==> config.mk <==
export PLATFORM = sky130hd
export DESIGN_NAME = freq_meter
export DESIGN_NICKNAME = d
export VERILOG_FILES = /design/src/rtl/freq_meter.sv
export SDC_FILE = /design/constraint.sdc
export NUM_CORES = 1
export LEC_CHECK = 0
export CAP_MARGIN = 20
export CORE_MARGIN = 2
export CORE_UTILIZATION = 45
export CTS_BUF_LIST = sky130_fd_sc_hd__clkbuf_4 sky130_fd_sc_hd__clkbuf_8 sky130_fd_sc_hd__clkbuf_16
export CTS_CLUSTER_SIZE = 14
export DETAILED_ROUTE_END_ITERATION = 12
export HOLD_SLACK_MARGIN = 0.1
export PLACE_DENSITY = 0.66
export REMOVE_ABC_BUFFERS = 1
export SLEW_MARGIN = 30
export SYNTH_ARGS = -nofsm -noshare
export SYNTH_HDL_FRONTEND = slang
export SYNTH_SLANG_ARGS = --single-unit
==> constraint.sdc <==
create_clock -name clk_50M -period 3.1 [get_ports clk_50M]
set_input_delay 0.31 -clock clk_50M [delete_from_list [all_inputs] [get_ports clk_50M]]
set_output_delay 0.31 -clock clk_50M [all_outputs]
set_load 0.01 [all_outputs]
==> src/rtl/freq_meter.sv <==
// Gated edge counter: counts sig_in rising edges over GATE_CYCLES clocks; PERIOD_MEAS_EN adds edge-to-edge period output.
// Latency: edge counted 3 clk after sig_in; freq_valid 1 clk after the terminal gate cycle.
// Backpressure: none, results are strobes that the consumer must take when they appear.
module freq_meter #(
    parameter int GATE_CYCLES = 50000000,
    parameter int COUNT_W     = 27
) (
    input  logic               clk_50M,
    input  logic               rst_n,
    input  logic               sig_in,
    input  logic               enable,
    output logic [COUNT_W-1:0] freq_out,
    output logic               freq_valid,
    output logic               overflow,
    output logic               busy
`ifdef PERIOD_MEAS_EN
    ,
    output logic [31:0]        period_out,
    output logic               period_valid
`endif
);

    localparam int GATE_W = (GATE_CYCLES > 1) ? $clog2(GATE_CYCLES) : 1;
    localparam logic [GATE_W-1:0]  GATE_LAST = GATE_W'(GATE_CYCLES - 1);
    localparam logic [GATE_W-1:0]  GATE_ONE  = GATE_W'(1);
    localparam logic [COUNT_W-1:0] CNT_MAX   = '1;
    localparam logic [COUNT_W-1:0] CNT_ONE   = COUNT_W'(1);

    typedef enum logic {IDLE, MEASURE} state_t;

    state_t state_q, state_d;

    logic               sync1, sync2, sync_dly;
    logic               edge_det;
    logic [GATE_W-1:0]  gate_cnt;
    logic [COUNT_W-1:0] edge_cnt;
    logic               sat;
    logic [COUNT_W-1:0] cnt_next;
    logic               sat_next;
    logic               cnt_clr, cnt_run, publish;

    // Synchronizer runs regardless of state so a level already high at enable is not an edge.
    always_ff @(posedge clk_50M or negedge rst_n) begin
        if (!rst_n) begin
            sync1    <= 1'b0;
            sync2    <= 1'b0;
            sync_dly <= 1'b0;
        end else begin
            sync1    <= sig_in;
            sync2    <= sync1;
            sync_dly <= sync2;
        end
    end

    assign edge_det = sync2 & ~sync_dly;

    always_comb begin
        cnt_next = edge_cnt;
        sat_next = sat;
        if (edge_det) begin
            if (edge_cnt == CNT_MAX) begin
                sat_next = 1'b1;
            end else begin
                cnt_next = edge_cnt + CNT_ONE;
            end
        end
    end

    always_ff @(posedge clk_50M or negedge rst_n) begin
        if (!rst_n) begin
            state_q <= IDLE;
        end else begin
            state_q <= state_d;
        end
    end

    always_comb begin
        state_d = state_q;
        cnt_clr = 1'b0;
        cnt_run = 1'b0;
        publish = 1'b0;
        case (state_q)
            IDLE: begin
                if (enable) begin
                    state_d = MEASURE;
                    cnt_clr = 1'b1;
                end
            end
            MEASURE: begin
                if (gate_cnt == GATE_LAST) begin
                    publish = 1'b1;
                    // Restarting in the same cycle keeps back-to-back gates gap-free.
                    if (enable) begin
                        cnt_clr = 1'b1;
                    end else begin
                        state_d = IDLE;
                    end
                end else if (!enable) begin
                    state_d = IDLE;
                end else begin
                    cnt_run = 1'b1;
                end
            end
            default: state_d = IDLE;
        endcase
    end

    always_ff @(posedge clk_50M or negedge rst_n) begin
        if (!rst_n) begin
            gate_cnt <= '0;
            edge_cnt <= '0;
            sat      <= 1'b0;
        end else if (cnt_clr) begin
            gate_cnt <= '0;
            edge_cnt <= '0;
            sat      <= 1'b0;
        end else if (cnt_run) begin
            gate_cnt <= gate_cnt + GATE_ONE;
            edge_cnt <= cnt_next;
            sat      <= sat_next;
        end
    end

    always_ff @(posedge clk_50M or negedge rst_n) begin
        if (!rst_n) begin
            freq_out   <= '0;
            overflow   <= 1'b0;
            freq_valid <= 1'b0;
        end else begin
            freq_valid <= publish;
            if (publish) begin
                freq_out <= cnt_next;
                overflow <= sat_next;
            end
        end
    end

    assign busy = (state_q == MEASURE);

`ifdef PERIOD_MEAS_EN
    logic [31:0] per_cnt;
    logic        per_seen;

    // First edge after reset only arms the counter; every later edge publishes.
    always_ff @(posedge clk_50M or negedge rst_n) begin
        if (!rst_n) begin
            per_cnt      <= '0;
            per_seen     <= 1'b0;
            period_out   <= '0;
            period_valid <= 1'b0;
        end else begin
            period_valid <= 1'b0;
            if (edge_det) begin
                if (per_seen) begin
                    period_out   <= per_cnt;
                    period_valid <= 1'b1;
                end
                per_seen <= 1'b1;
                per_cnt  <= 32'd1;
            end else if (per_cnt != 32'hFFFF_FFFF) begin
                per_cnt <= per_cnt + 32'd1;
            end
        end
    end
`endif

endmodule

==> qor.yml <==
die:
  num_rows: 37
  die_w_um: 106
  dieArea_um2: 11300
  start_util: 0.461
  core_area_um2: 10200
  ioPinCount: 34
  die_h_um: 106
run_status:
  outcome: "finished, final reports clean"
critical_path:
  cp-end-kind: "flop"
  critical-path-max-stage-delay_ns: 0.61
  critPathKind: "reg -> reg"
  crit_buf_inv: 0
  slowest_stage: "o21ai_2"
  startpoint_type: "flop"
  cp_top_family: "compound AO/OA/AOI/OAI gates"
  cp.required_ns: 3.34
  crit_path_cell_trace: "ha_1 -> nand4_1 -> or4_1 -> o21ai_2 -> o21ai_0 -> mux2_2"
  critPathArrivalTime_ns: 2.83
  crit_fanout: 16
power:
  p_int_mw: 1.68
  p_leak_nw: 2.23
  power_density_nw_per_um2: 407
  clkPwrFrac: 0.397
  combPwrFrac: 0.055
  ir_drop_uv: 217
  swShare: 0.236
  seq_power_share: 0.548
  switchingPower_mw: 0.519
global_route:
  grt_pass1_vias: 3829
  grt_pass1_wl_um: 19400
  grt_usage: 0.215
  grt_max_degree: 33
  grt_antenna_before_repair: 0
  gr-total-overflow: 0
layout:
  utilization: 0.527
  fillers: 930
  n_antenna_cell: 0
  top_regs: "edge_cnt (27), freq_out (27), gate_cnt (26)"
  drive_above_1_share: 0.0923
  fin_area_um2: 5400
  final_nets: 533
  area_growth_pct: 14.5
yosys:
  syn_avg_cell_area_um2: 9.45
  synth_fa_ha_area_frac: 0.00531
  synth_flop_cell: "dfrtp_1"
  synth_xor_area_frac: 0.0725
  seq_area_frac_synth: 0.462
  yosys_warnings: 0
  synthMuxAreaShare: 0.0133
  synth_area_um2: 4710
  synth_compound_gate_area_share: 0.154
  synth_edf_count: 0
  synthSimpleGateAreaFrac: 0.256
  synth_cell_type_count: 57
  ys_seq_elements: 87
  async_reset_ff_frac: 1.00
  synth_top_family_by_area: "simple AND/OR/NAND/NOR gates"
  synthCells: 499
sta:
  hold_viol_final: 0
  fin_crit_ns: 2.59
  fin_crit_sh: 0.835
  rsz0062_at_grt: "no"
  layout_setup_ws_ns: 0.513
  tns_ns: 0
  fin_hold_ws_ns: 0.358
  skew_ns: 0.0104
  clock.fmax_mhz: 387
  relSlewSlack: 0.402
  setup_viol: 0
  drv_slew: 0
  tightest_slew_ns: 0.898
clocking:
  post-cts-setup-buffers: 0
  clkTransAtPathRegs_ns: 0.09
  clockRootBuffer: "clkbuf_8"
  cts_sinks: 87
  clock_latency_ns: 0.36
  clockBufferDepth: 2
  h-tree-depth: 3
  cts_tree: "yes"
  cts_buffers: 9
  cts_resized: 0
drt:
  num_vias: 3972
  drt.antenna.violating_nets: 0
  routed_wirelength_um: 11600
  first_iter_violations: 269
  wl_per_cell_um: 17.4
  drt_pass1_iterations: 5
  vias_per_cell: 5.96
  drc_errors: 0
hold_path:
  min_path_type: "reg -> reg"
place:
  io_buffers: 33
  gp_congestion: 0.857
  postPlaceCellArea_um2: 5170
  pre_cts_slack_ns: 0.561
  post-dp-hpwl_um: 8070
flow_run:
  max-cap-violations: 0
-- through the flow --
step | cells | total power, mW
6_report | 667 | 2.20
5_1_grt | 667 | 2.30
4_1_cts | 667 | 2.22
3_5_place_dp | 651 | 1.35
3_3_place_gp | 651 | 1.34
2_1_floorplan | 469 | 1.27
-- Yosys cell counts (all sizes together) (2+ instances only) --
library cell	n	area, µm²
nor2	41	154
a211oi	7	52.6
clkbuf	15	58.8
a21o	10	75.1
a2111oi	3	45.0
a21oi	13	65.1
nor3	9	45.0
a22o	2	17.5
and4	6	52.6
nand2	52	195
nand4	24	169
or2	2	12.5
and2	7	43.8
nor4b	3	26.3
o311ai	4	35.0
a211o	2	17.5
or3	4	25.0
or4	10	82.6
mux2	2	22.5
o211a	3	30.0
nor3b	2	15.0
o21ai	45	233
nand3	33	170
mux2i	4	40.0
a31oi	2	12.5
inv	9	33.8
buf	15	80.1
nor4	10	105
nor2b	3	18.8
and3	8	50.1
ha	2	25.0
dfrtp	87	2180
o211ai	5	42.5
o2bb2ai	6	52.6
xor2	21	184
xnor2	18	158
-- power groups by stage --
stage | Combinational [mW] | Sequential, mW | Clock, mW
floorplan | 0.0603 | 1.21 | 0
detailed placement | 0.122 | 1.23 | 0
finish | 0.120 | 1.20 | 0.873
CTS | 0.123 | 1.20 | 0.891
global placement | 0.117 | 1.22 | 0
global route | 0.138 | 1.21 | 0.955
-- routing by layer --
metal | up-vias | share of wire | track usage
met5 | - | 0 | 0
met3 | 11 | 0.040 | 0.0349
met1 | 1978 | 0.47 | 0.297
met2 | 107 | 0.48 | 0.348
met4 | 0 | 0.011 | 0.0658
li1 | 1876 | - | -
-- cell type report --
class,instances,area [µm²],share of cell area
inverters,9,33.8,0.00626
flip-flops and latches,87,2180,0.404
clock buffers,11,145,0.0269
clock inverters,4,70.1,0.0130
repair buffers,47,435,0.0807
multi-input cells,373,2360,0.438
well taps,136,170,0.0315
-- what timing repair did --
| action | in CTS | in global routing |
|---|---|---|
| setup endpoints to repair | 0 | 0 |
| endpoints found under the hold margin | 24 | 0 |
| hold buffers | 1 | 0 |
-- cells by family (layout without fill, tap and decap cells) --
group / count (synthesis) / count (layout)
fa+ha+maj: 2 / 2
mux: 6 / 6
xor+xnor: 39 / 39
flops: 87 / 87
compound gates: 107 / 107
buf+inv: 39 / 71
simple gates: 219 / 219
-- cells in the final DEF, fill, tap and decap left out, types with 10 or more instances in the layout --
cell type        count
o21ai_0             39
nand2_1             52
dfrtp_1             87
xor2_1              21
a21o_1              10
buf_4               14
nand3_1             32
clkdlybuf4s50_1     32
nand4_1             21
clkbuf_8            10
xnor2_1             18
a21oi_1             13
nor2_1              41
-- path summary, 6_finish.rpt --
path / from / to / slack (ns) / cells past startpoint
worst max-delay path: gate_cnt[0] / edge_cnt[13] / 0.51 / 6
worst min-delay path: sync1 / sync2 / 0.36 / 0
worst max register to register: gate_cnt[0] / edge_cnt[13] / 0.51 / 6
worst min register to register: sync1 / sync2 / 0.36 / 0
max in group asynchronous: rst_n / freq_out[3] / 1.92 / 3
min in group asynchronous: rst_n / freq_out[22] / 0.42 / 2
No activity file was read; power rests on OpenSTA's default activity.
